[src/rtl/mem_bridge_burst.sv]
// Burst copy engine between a DRAM-side and an SD-side memory port.
// Each copied word is also streamed out MSB-first in OUT_W-bit beats.
module mem_bridge_burst #(
  parameter int DATA_W  = 64,
  parameter int OUT_W   = 8,
  parameter int DADDR_W = 13,
  parameter int SADDR_W = 16,
  parameter int LEN_W   = 4
) (
  input  logic               clk,
  input  logic               rst,
  input  logic               in_valid,
  output logic               in_ready,
  input  logic               direction,
  input  logic [DADDR_W-1:0] addr_dram,
  input  logic [SADDR_W-1:0] addr_sd,
  input  logic [LEN_W-1:0]   len,
  output logic               d_req,
  output logic               d_we,
  output logic [DADDR_W-1:0] d_addr,
  output logic [DATA_W-1:0]  d_wdata,
  input  logic               d_ack,
  input  logic [DATA_W-1:0]  d_rdata,
  output logic               s_req,
  output logic               s_we,
  output logic [SADDR_W-1:0] s_addr,
  output logic [DATA_W-1:0]  s_wdata,
  input  logic               s_ack,
  input  logic [DATA_W-1:0]  s_rdata,
  output logic               out_valid,
  output logic [OUT_W-1:0]   out_data,
  output logic               done
);
  localparam int BEATS = DATA_W / OUT_W;
  localparam int BW    = (BEATS > 1) ? $clog2(BEATS) : 1;

  typedef enum logic [2:0] {S_IDLE, S_RD, S_WR, S_OUT, S_DONE} state_t;

  state_t             state, state_nx;
  logic               dir_r;
  logic [DADDR_W-1:0] daddr;
  logic [SADDR_W-1:0] saddr;
  logic [LEN_W-1:0]   len_r;
  logic [LEN_W:0]     cnt;
  logic [BW-1:0]      beat;
  logic [DATA_W-1:0]  word_buf;

  logic src_ack, dst_ack, last_beat, last_word;

  // Acks are only honoured from the port that is currently requesting.
  assign src_ack   = dir_r ? s_ack : d_ack;
  assign dst_ack   = dir_r ? d_ack : s_ack;
  assign last_beat = (beat == BW'(BEATS - 1));
  assign last_word = (cnt == {1'b0, len_r});

  always_ff @(posedge clk or posedge rst) begin
    if (rst) state <= S_IDLE;
    else     state <= state_nx;
  end

  always_comb begin
    state_nx  = state;
    in_ready  = 1'b0;
    d_req     = 1'b0;
    d_we      = 1'b0;
    s_req     = 1'b0;
    s_we      = 1'b0;
    d_wdata   = '0;
    s_wdata   = '0;
    out_valid = 1'b0;
    out_data  = '0;
    done      = 1'b0;
    d_addr    = daddr;
    s_addr    = saddr;
    case (state)
      S_IDLE: begin
        in_ready = 1'b1;
        if (in_valid) state_nx = S_RD;
      end
      S_RD: begin
        d_req = ~dir_r;
        s_req = dir_r;
        if (src_ack) state_nx = S_WR;
      end
      S_WR: begin
        d_req = dir_r;
        d_we  = dir_r;
        s_req = ~dir_r;
        s_we  = ~dir_r;
        if (dir_r) d_wdata = word_buf;
        else       s_wdata = word_buf;
        if (dst_ack) state_nx = S_OUT;
      end
      S_OUT: begin
        out_valid = 1'b1;
        out_data  = word_buf[DATA_W-1 -: OUT_W];
        if (last_beat) state_nx = last_word ? S_DONE : S_RD;
      end
      S_DONE: begin
        done     = 1'b1;
        state_nx = S_IDLE;
      end
      default: state_nx = S_IDLE;
    endcase
  end

  always_ff @(posedge clk or posedge rst) begin
    if (rst) begin
      dir_r    <= 1'b0;
      daddr    <= '0;
      saddr    <= '0;
      len_r    <= '0;
      cnt      <= '0;
      beat     <= '0;
      word_buf <= '0;
    end else begin
      case (state)
        S_IDLE: if (in_valid) begin
          dir_r <= direction;
          daddr <= addr_dram;
          saddr <= addr_sd;
          len_r <= len;
          cnt   <= '0;
          beat  <= '0;
        end
        S_RD: if (src_ack) word_buf <= dir_r ? s_rdata : d_rdata;
        S_OUT: begin
          // Shift the next beat up to the MSB slice; the buffer is not needed after the write.
          word_buf <= word_buf << OUT_W;
          if (last_beat) begin
            beat <= '0;
            if (!last_word) begin
              daddr <= daddr + 1'b1;
              saddr <= saddr + 1'b1;
              cnt   <= cnt + 1'b1;
            end
          end else begin
            beat <= beat + 1'b1;
          end
        end
        default: ;
      endcase
    end
  end
endmodule

[config.mk]
export PLATFORM = sky130hd
export DESIGN_NAME = mem_bridge_burst
export DESIGN_NICKNAME = d
export VERILOG_FILES = /design/src/rtl/mem_bridge_burst.sv
export SDC_FILE = /design/constraint.sdc
export NUM_CORES = 1
export LEC_CHECK = 0
export ABC_AREA = 1
export CORE_MARGIN = 1.5
export CORE_UTILIZATION = 38
export CTS_CLUSTER_SIZE = 20
export DETAILED_ROUTE_END_ITERATION = 7
export HOLD_SLACK_MARGIN = 0.1
export PLACE_DENSITY = 0.82
export SLEW_MARGIN = 30
export SYNTH_ARGS = -nofsm -noshare
export SYNTH_HDL_FRONTEND = slang
export SYNTH_SLANG_ARGS = --single-unit
[constraint.sdc]
create_clock -name clk -period 3.9 [get_ports clk]
set_input_delay 0.78 -clock clk [delete_from_list [all_inputs] [get_ports clk]]
set_output_delay 0.78 -clock clk [all_outputs]
set_load 0.01 [all_outputs]
==> results of run 1 <==
==> critical path, delay by kind of cell (launching register included) <==
family                 cells  cell delay [ps]
and+or+nand+nor            4              350
DFF                        1              410
buffers and inverters      4             1490
==> power by group <==
part           switching [mW]  internal [mW]  total, mW
Combinational            3.10           2.10       5.21
Sequential              0.489           1.70       2.19
Clock                   0.433          0.439      0.871
==> flip-flops by register name (all words and copies together) (netlist names) <==
signal,count
len_r,4
cnt,5
dir_r,1
d_addr,13
state,3
word_buf,64
beat,3
s_addr,16
==> cell families after synthesis <==
logic type,count (synthesis),share of synthesized area
simple gates,590,0.327
compound gates,212,0.174
buf+inv,181,0.111
flops,109,0.374
fa+ha+maj,5,0.00858
xor+xnor,3,0.00361
mux,1,0.00154
==> worst max path at each step <==
stage                        to  cells past startpoint
finish              s_wdata[51]                      8
global route        s_wdata[59]                      8
CTS                 s_wdata[46]                      8
detailed placement  s_wdata[46]                      8
global placement    s_wdata[63]                      8
floorplan               beat[0]                      1
==> synthesized netlist by cell type <==
cell type / number / area share
sky130_fd_sc_hd__or2_2: 11 / 0.0094
sky130_fd_sc_hd__nor2_1: 283 / 0.15
sky130_fd_sc_hd__buf_4: 10 / 0.010
sky130_fd_sc_hd__inv_1: 107 / 0.055
sky130_fd_sc_hd__nor2_8: 1 / 0.0027
sky130_fd_sc_hd__inv_2: 2 / 0.0010
sky130_fd_sc_hd__nand2_4: 2 / 0.0031
sky130_fd_sc_hd__nor2_2: 1 / 0.00086
sky130_fd_sc_hd__nand3b_1: 1 / 0.0010
sky130_fd_sc_hd__nand2_2: 1 / 0.00086
sky130_fd_sc_hd__o21ai_2: 1 / 0.0012
sky130_fd_sc_hd__buf_1: 7 / 0.0036
sky130_fd_sc_hd__clkbuf_1: 15 / 0.0077
sky130_fd_sc_hd__mux2_2: 1 / 0.0015
sky130_fd_sc_hd__o31ai_1: 2 / 0.0021
sky130_fd_sc_hd__o21ai_1: 14 / 0.0096
sky130_fd_sc_hd__o21ai_0: 116 / 0.080
sky130_fd_sc_hd__nand4_1: 8 / 0.0069
sky130_fd_sc_hd__a21oi_1: 5 / 0.0034
sky130_fd_sc_hd__ha_1: 5 / 0.0086
sky130_fd_sc_hd__nand2_1: 218 / 0.11
sky130_fd_sc_hd__o21bai_1: 6 / 0.0062
sky130_fd_sc_hd__a22o_1: 2 / 0.0024
sky130_fd_sc_hd__xnor2_1: 1 / 0.0012
sky130_fd_sc_hd__buf_2: 32 / 0.022
sky130_fd_sc_hd__xor2_1: 2 / 0.0024
sky130_fd_sc_hd__buf_6: 7 / 0.011
sky130_fd_sc_hd__nand3_1: 60 / 0.041
sky130_fd_sc_hd__o21ai_4: 1 / 0.0022
sky130_fd_sc_hd__nor3_1: 4 / 0.0027
sky130_fd_sc_hd__dfrtp_1: 109 / 0.37
sky130_fd_sc_hd__inv_4: 1 / 0.00086
sky130_fd_sc_hd__o211ai_1: 65 / 0.067
==> metal layers <==
metal,share of wire,wire length (um),global-route usage,vias to the layer above
li1,-,-,-,4106
met5,0,0,0,-
met4,0.013,331,0.0396,0
met2,0.50,12800,0.442,301
met1,0.42,10600,0.307,3881
met3,0.067,1700,0.0516,25
==> final cells by class <==
cell class                      instances  area share
Multi-Input combinational cell        811       0.343
Timing Repair Buffer                  349       0.318
Sequential cell                       109       0.249
Inverter                              110      0.0381
Tap cell                              234      0.0267
Clock buffer                           10      0.0209
Clock inverter                          6     0.00445
==> qor.json, run 1 <==
{
  "yosys": {
    "postSynthRegisterBits": 109,
    "synth.avg_cell_area_um2": 6.62,
    "syn_area_um2": 7290,
    "synth_cell_type_count": 33,
    "syn_nets": 1273,
    "ys_seq_area_frac": 0.374,
    "synthesis.instances": 1101,
    "ys.warnings.count": 0
  },
  "global_routing": {
    "grt_start_max_net_pins": 110,
    "first_global_vias": 7566,
    "grt_pass1_wl_um": 39100,
    "globalRouteTotalUtil": 0.245,
    "globalRouteOverflowTotal": 0,
    "number_of_antenna_violations_at_the_first_check_in_global_routing": 0
  },
  "placed_design": {
    "post-place-cells": 1613,
    "routabilityCongestion": 0.898,
    "io_buffers": 338,
    "placed_area_um2": 10700,
    "post_detailed_placement_half_perimeter_wirelength_um": 18700,
    "preCtsSetupSlack_ps": 859
  },
  "die": {
    "die_height_um": 141,
    "die_area_um2": 20000,
    "floorplan.rows": 50,
    "design.core.area_um2": 18800,
    "die_w_um": 141,
    "io-pin-count": 339,
    "initial_utilization": 0.388
  },
  "final_layout": {
    "flow.area_growth_from_synthesis_pct": 50.5,
    "final_util": 0.584,
    "regArea_um2": 2730,
    "design.final.nets": 1562,
    "finish.cell_count_without_fillers": 1629,
    "multi_input_logic_area_um2": 3760,
    "design_area_um2": 11000,
    "layout-drive-gt1-share": 0.0387,
    "fillCellCount": 1739,
    "antenna-diode-count": 0,
    "mostFrequentLayoutCell": "sky130_fd_sc_hd__clkdlybuf4s50_1",
    "layout.cells.most_common_list": "338 x sky130_fd_sc_hd__clkdlybuf4s50_1, 283 x sky130_fd_sc_hd__nor2_1, 218 x sky130_fd_sc_hd__nand2_1"
  },
  "clocking": {
    "worst_setup_hold_path_clk_slew_ps": 80,
    "clock_latency_ps": 350,
    "post_cts.resized_instances": 0,
    "cts.htree.levels": 3,
    "cts.hold.buffers_added": 0,
    "tritoncts": "done",
    "clock_tree.root_cell": "sky130_fd_sc_hd__clkbuf_16",
    "tritoncts.num_buffers": 9,
    "clk_path_buf_depth": 2,
    "postCtsSetupRepairBufs": 0,
    "tritoncts_num_sinks": 109
  },
  "critical_path": {
    "slowest_stage": "sky130_fd_sc_hd__clkdlybuf4s50_1",
    "worst-setup-path-type": "register to primary output",
    "critical_path.reg2reg.startpoint": "state[2]",
    "arrival_ps": 2640,
    "crit_path_max_fanout": 37,
    "timing.rr.end": "d_addr[11]",
    "timing.critical_path.required_ps": 3120,
    "critical_path.cell_chain": "inv_1 > nor2_1 > nand2_1 > nor2_2 > inv_2 > buf_4 > nor2_1 > clkdlybuf4s50_1",
    "r2r_slack_ps": 1400,
    "worst_setup_path_start_kind": "register",
    "critPathMaxStageDelay_ps": 490,
    "worst-r2r-cell-count": 9,
    "critPathCaptureType": "primary output",
    "crit_path_start": "state[1]",
    "path_common_cell": "sky130_fd_sc_hd__nor2_1"
  },
  "route": {
    "detail_route.first_pass.iterations": 5,
    "postRouteWirelength_um": 25500,
    "drt-initial-drc-count": 596,
    "remaining_drc_errors": 0,
    "vias": 8313,
    "ant_nets": 0,
    "route.detailed.vias_per_inst": 5.10,
    "post_drt_wl_per_cell_um": 15.6
  },
  "pwr": {
    "worst_ir_drop_vdd_mv": 0.761,
    "power_density_nw_per_um2": 754,
    "cellLeakagePower_nw": 4.90,
    "power.total_mw": 8.27
  },
  "hold_path": {
    "whs_endpoint": "beat[0]",
    "hold_path_class": "register to register",
    "worstHoldPathCells": 1,
    "min_from": "beat[0]"
  },
  "sta": {
    "setup_viol": 0,
    "hold_violations": 0,
    "worstMarginPinSlew_ps": 732,
    "fin_worst_skew_ps": 8.07,
    "setup_total_negative_slack_ps": 0,
    "period_minus_slack_ps": 3420,
    "slew-limit-headroom": 0.512,
    "setup_repair_after_global_routing_missed_its_margin": "no",
    "drv_slew": 0,
    "post-route-period-util": 0.876,
    "maximum_achievable_frequency_mhz": 293,
    "hold-worst-slack_ps": 509,
    "setup_ws_ps": 484
  },
  "outcome": {
    "outcome": "finished, final reports clean"
  },
  "run": {
    "max_cap_viol_count": 0
  }
}
Note: power is estimated with default switching activity, not from simulation.
==> inputs of run 2 (changes only) <==
--- a/config.mk
+++ b/config.mk
@@ -6,7 +6,7 @@
 export NUM_CORES = 1
 export LEC_CHECK = 0
 export ABC_AREA = 1
-export CORE_MARGIN = 1.5
+export CORE_MARGIN = 2
 export CORE_UTILIZATION = 38
 export CTS_CLUSTER_SIZE = 20
 export DETAILED_ROUTE_END_ITERATION = 7
==> run 2 against run 1 <==
Clock-buffer cell count is the same; setup slack gained 110 ps; clock power grew 3.8%; clock skew grew 2.2 ps; non-clock buffer count shrank 2; die area grew 1.4%; utilization grew 0.067 points.
==> qor.json, run 2 (synthesis gave the netlist of run 1 again) <==
{
  "die": {
    "design.core.area_um2": 18800,
    "die_w_um": 142,
    "floorplan.rows": 50,
    "io-pin-count": 339,
    "initial_utilization": 0.388,
    "die_area_um2": 20300,
    "die_height_um": 142
  },
  "global_routing": {
    "globalRouteOverflowTotal": 0,
    "grt_pass1_wl_um": 41000,
    "first_global_vias": 7731,
    "grt_start_max_net_pins": 114,
    "number_of_antenna_violations_at_the_first_check_in_global_routing": 0,
    "globalRouteTotalUtil": 0.256
  },
  "critical_path": {
    "worst-setup-path-type": "register to primary output",
    "arrival_ps": 2520,
    "timing.critical_path.required_ps": 3120,
    "crit_path_max_fanout": 50,
    "worst_setup_path_start_kind": "register",
    "critPathCaptureType": "primary output"
  },
  "route": {
    "ant_nets": 0,
    "remaining_drc_errors": 0,
    "detail_route.first_pass.iterations": 5,
    "vias": 8334,
    "drt-initial-drc-count": 524,
    "route.detailed.vias_per_inst": 5.12,
    "post_drt_wl_per_cell_um": 16.2,
    "postRouteWirelength_um": 26400
  },
  "final_layout": {
    "largest_register_ff_count": 64,
    "fillCellCount": 1759,
    "max_flop_register": "word_buf",
    "layout-drive-gt1-share": 0.0373,
    "regArea_um2": 2730,
    "flow.area_growth_from_synthesis_pct": 50.6,
    "layout.cells.most_common_list": "338 x sky130_fd_sc_hd__clkdlybuf4s50_1, 283 x sky130_fd_sc_hd__nor2_1, 218 x sky130_fd_sc_hd__nand2_1",
    "finish.cell_count_without_fillers": 1627,
    "final_util": 0.585,
    "mostFrequentLayoutCell": "sky130_fd_sc_hd__clkdlybuf4s50_1",
    "antenna-diode-count": 0,
    "multi_input_logic_area_um2": 3750,
    "design.final.nets": 1560,
    "design_area_um2": 11000
  },
  "clocking": {
    "cts.hold.buffers_added": 0,
    "cts.htree.levels": 3,
    "post_cts.resized_instances": 0,
    "clock_tree.root_cell": "sky130_fd_sc_hd__clkbuf_16",
    "clock_latency_ps": 350,
    "tritoncts.num_buffers": 9,
    "clk_path_buf_depth": 2,
    "tritoncts": "done",
    "worst_setup_hold_path_clk_slew_ps": 80,
    "tritoncts_num_sinks": 109,
    "postCtsSetupRepairBufs": 0
  },
  "sta": {
    "hold_violations": 0,
    "setup_viol": 0,
    "setup_total_negative_slack_ps": 0,
    "fin_worst_skew_ps": 10.3,
    "hold-worst-slack_ps": 531,
    "period_minus_slack_ps": 3300,
    "drv_slew": 0,
    "slew-limit-headroom": 0.310,
    "maximum_achievable_frequency_mhz": 303,
    "post-route-period-util": 0.847,
    "setup_repair_after_global_routing_missed_its_margin": "no",
    "worstMarginPinSlew_ps": 1040,
    "setup_ws_ps": 598
  },
  "pwr": {
    "cellLeakagePower_nw": 4.91,
    "power_density_nw_per_um2": 760,
    "power.total_mw": 8.34,
    "worst_ir_drop_vdd_mv": 0.613
  },
  "placed_design": {
    "preCtsSetupSlack_ps": 984,
    "io_buffers": 338,
    "post_detailed_placement_half_perimeter_wirelength_um": 19400,
    "placed_area_um2": 10700,
    "post-place-cells": 1611,
    "routabilityCongestion": 0.906
  },
  "hold_path": {
    "hold_path_class": "register to register"
  },
  "outcome": {
    "outcome": "finished, final reports clean"
  },
  "run": {
    "max_cap_viol_count": 0
  }
}
-- run 2: cell type report --
type,count,area share
multi-input combinational,811,0.342
timing repair buffer,347,0.319
sequential,109,0.249
inverter,110,0.0381
tap,234,0.0267
clock buffer,10,0.0218
clock inverter,6,0.00410
-- run 2: final timing paths --
| check | from | end | slack, ps | depth (start not counted) |
|---|---|---|---|---|
| min reg2reg | s_addr[4] | s_addr[4] | 530 | 2 |
| min | s_addr[4] | s_addr[4] | 530 | 2 |
| max | state[2] | out_data[2] | 600 | 6 |
| min in group asynchronous | rst | d_addr[2] | 950 | 2 |
| max reg2reg | dir_r | word_buf[7] | 1330 | 7 |
| max in group asynchronous | rst | word_buf[50] | 2190 | 3 |
-- run 2: report_power, final --
group,switching (mW),internal [mW],total (mW),leakage [nW]
Clock,0.449,0.456,0.904,0.132
Sequential,0.494,1.70,2.20,1.33
Combinational,3.13,2.11,5.24,3.44
Total,4.08,4.27,8.34,4.91
-- run 2: worst max-delay path, stage by stage, from the launching register on --
cell                              delay (ps)
sky130_fd_sc_hd__dfrtp_1                 370
sky130_fd_sc_hd__inv_1                   190
sky130_fd_sc_hd__nand2_4                 120
sky130_fd_sc_hd__nor2_8                  420
sky130_fd_sc_hd__inv_4                   300
sky130_fd_sc_hd__nor2_1                  200
sky130_fd_sc_hd__clkdlybuf4s50_1         550
-- run 2: per-layer routing --
| metal | share of wire | vias up | global-route usage |
|---|---|---|---|
| met5 | 0 | - | 0 |
| met1 | 0.43 | 3880 | 0.336 |
| met4 | 0.022 | 0 | 0.0782 |
| li1 | - | 4100 | - |
| met3 | 0.061 | 40 | 0.0431 |
| met2 | 0.49 | 314 | 0.432 |
==> inputs of run 3 (changes only) <==
--- a/config.mk
+++ b/config.mk
@@ -7,11 +7,11 @@
 export LEC_CHECK = 0
 export ABC_AREA = 1
 export CORE_MARGIN = 2
-export CORE_UTILIZATION = 38
+export CORE_UTILIZATION = 42
 export CTS_CLUSTER_SIZE = 20
 export DETAILED_ROUTE_END_ITERATION = 7
 export HOLD_SLACK_MARGIN = 0.1
-export PLACE_DENSITY = 0.82
+export PLACE_DENSITY = 0.86
 export SLEW_MARGIN = 30
 export SYNTH_ARGS = -nofsm -noshare
 export SYNTH_HDL_FRONTEND = slang
==> constraint.sdc (replaced) <==
create_clock -name clk -period 3.2 [get_ports clk]
set_input_delay 0.64 -clock clk [delete_from_list [all_inputs] [get_ports clk]]
set_output_delay 0.64 -clock clk [all_outputs]
set_load 0.01 [all_outputs]
==> run 3 against run 2 <==
Clock power increased by 26%; total power increased by 24%; sequential share of layout area decreased by 0.19 points; non-clock buffer count increased by 8; clock skew increased by 0.51 ps; critical path type unchanged; largest cell class unchanged; largest power group unchanged.
==> qor.json, run 3 (synthesis gave the netlist of run 1 again) <==
{
  "critical_path": {
    "worstSetupEndpoint": "s_wdata[35]",
    "worst_setup_path_start_kind": "register",
    "arrival_ps": 2330,
    "crit_path_max_fanout": 65,
    "crit_path_start": "state[1]",
    "worst-setup-path-type": "register to primary output",
    "timing.rr.end": "word_buf[51]",
    "r2r_slack_ps": 730,
    "worst-r2r-cell-count": 8,
    "timing.critical_path.required_ps": 2560,
    "critPathCaptureType": "primary output",
    "critical_path.reg2reg.startpoint": "state[0]"
  },
  "sta": {
    "worstMarginPinSlew_ps": 777,
    "post-route-period-util": 0.929,
    "fin_worst_skew_ps": 10.8,
    "slew-limit-headroom": 0.482,
    "maximum_achievable_frequency_mhz": 336,
    "setup_repair_after_global_routing_missed_its_margin": "no",
    "hold_violations": 0,
    "setup_total_negative_slack_ps": 0,
    "setup_viol": 0,
    "period_minus_slack_ps": 2970,
    "drv_slew": 0,
    "setup_ws_ps": 227
  },
  "hold_path": {
    "min_from": "beat[1]",
    "hold_path_class": "register to register",
    "worstHoldPathCells": 1
  },
  "pwr": {
    "cellLeakagePower_nw": 4.95,
    "power.total_mw": 10.4,
    "power_density_nw_per_um2": 936,
    "worst_ir_drop_vdd_mv": 0.813
  },
  "global_routing": {
    "globalRouteOverflowTotal": 0,
    "grt_pass1_wl_um": 39900,
    "globalRouteTotalUtil": 0.273,
    "number_of_antenna_violations_at_the_first_check_in_global_routing": 0,
    "grt_start_max_net_pins": 88,
    "first_global_vias": 7665
  },
  "final_layout": {
    "fillCellCount": 1515,
    "max_flop_register": "word_buf",
    "layout-drive-gt1-share": 0.0428,
    "layout.cells.most_common_list": "338 x sky130_fd_sc_hd__clkdlybuf4s50_1, 283 x sky130_fd_sc_hd__nor2_1, 218 x sky130_fd_sc_hd__nand2_1",
    "largest_register_ff_count": 64,
    "antenna-diode-count": 0,
    "mostFrequentLayoutCell": "sky130_fd_sc_hd__clkdlybuf4s50_1",
    "design.final.nets": 1568,
    "flow.area_growth_from_synthesis_pct": 51.8
  },
  "clocking": {
    "tritoncts.num_buffers": 9,
    "clock_tree.root_cell": "sky130_fd_sc_hd__clkbuf_16",
    "worst_setup_hold_path_clk_slew_ps": 80,
    "postCtsSetupRepairBufs": 0,
    "tritoncts_num_sinks": 109,
    "cts.htree.levels": 3,
    "clock_latency_ps": 350,
    "post_cts.resized_instances": 0,
    "clk_path_buf_depth": 2,
    "cts.hold.buffers_added": 0,
    "tritoncts": "done"
  },
  "placed_design": {
    "post_detailed_placement_half_perimeter_wirelength_um": 19300,
    "preCtsSetupSlack_ps": 641,
    "io_buffers": 338,
    "routabilityCongestion": 0.926
  },
  "outcome": {
    "outcome": "finished, final reports clean"
  },
  "die": {
    "die_area_um2": 18400,
    "design.core.area_um2": 17100,
    "initial_utilization": 0.426,
    "io-pin-count": 339,
    "floorplan.rows": 48,
    "die_height_um": 136,
    "die_w_um": 136
  },
  "run": {
    "max_cap_viol_count": 0
  },
  "route": {
    "drt-initial-drc-count": 517,
    "remaining_drc_errors": 0,
    "route.detailed.vias_per_inst": 5.18,
    "detail_route.first_pass.iterations": 6,
    "postRouteWirelength_um": 25700,
    "post_drt_wl_per_cell_um": 15.8,
    "vias": 8428,
    "ant_nets": 0
  }
}
==> run 3: changes by cell type in the layout (fill, tap and decap cells not counted), sizes merged <==
cell    delta
buf        +8
inv        -2
bufinv     +1
clkinv     +1
==> run 3: area by class of cell <==
cell class,instances,area [um^2],area share
inverter,110,419,0.0379
clock buffer,10,229,0.0207
multi-input combinational,811,3760,0.340
clock inverter,6,73.8,0.00667
timing repair buffer,355,3570,0.323
tap,225,282,0.0254
sequential,109,2730,0.247
==> run 3: worst min path at each step <==
stage / endpoint / slack, ps
after CTS: beat[1] / 510
after global placement: beat[2] / 490
after floorplan: beat[0] / 460
after detailed placement: beat[1] / 500
after global routing: beat[1] / 520
final: beat[1] / 510
==> run 3: routing by layer <==
layer	GRT usage	part of all wire	vias up	wire, um
li1	-	-	4118	-
met1	0.348	0.41	3927	10400
met2	0.473	0.50	350	12800
met3	0.0584	0.078	33	2010
met4	0.0694	0.017	0	437
met5	0	0	-	0
==> run 3: through the flow <==
stage / utilization / instance area (um^2) / hold slack (ps) / cells
after CTS: 0.646 / 11100 / 512 / 1626
final: 0.646 / 11100 / 512 / 1626
after detailed placement: 0.628 / 10800 / 496 / 1610
after global routing: 0.646 / 11100 / 522 / 1626
after global placement: 0.628 / 10800 / 490 / 1610
after floorplan: - / 7290 / 464 / 1101
==> run 3: worst max-delay path, stage by stage, from the launching register on <==
cell and delay (ps):
sky130_fd_sc_hd__dfrtp_1 400, sky130_fd_sc_hd__inv_1 130, sky130_fd_sc_hd__nor2_1 170, sky130_fd_sc_hd__nand2_1 110, sky130_fd_sc_hd__nor2_2 160, sky130_fd_sc_hd__inv_2 60
sky130_fd_sc_hd__buf_12 190, sky130_fd_sc_hd__nor2_1 140, sky130_fd_sc_hd__clkdlybuf4s50_1 570
==> run 3: where the power goes <==
group | total (mW) | internal [mW] | leakage (nW) | switching [mW]
sequential | 2.66 | 2.08 | 1.33 | 0.587
combinational | 6.56 | 2.70 | 3.48 | 3.86
clock | 1.14 | 0.616 | 0.141 | 0.523
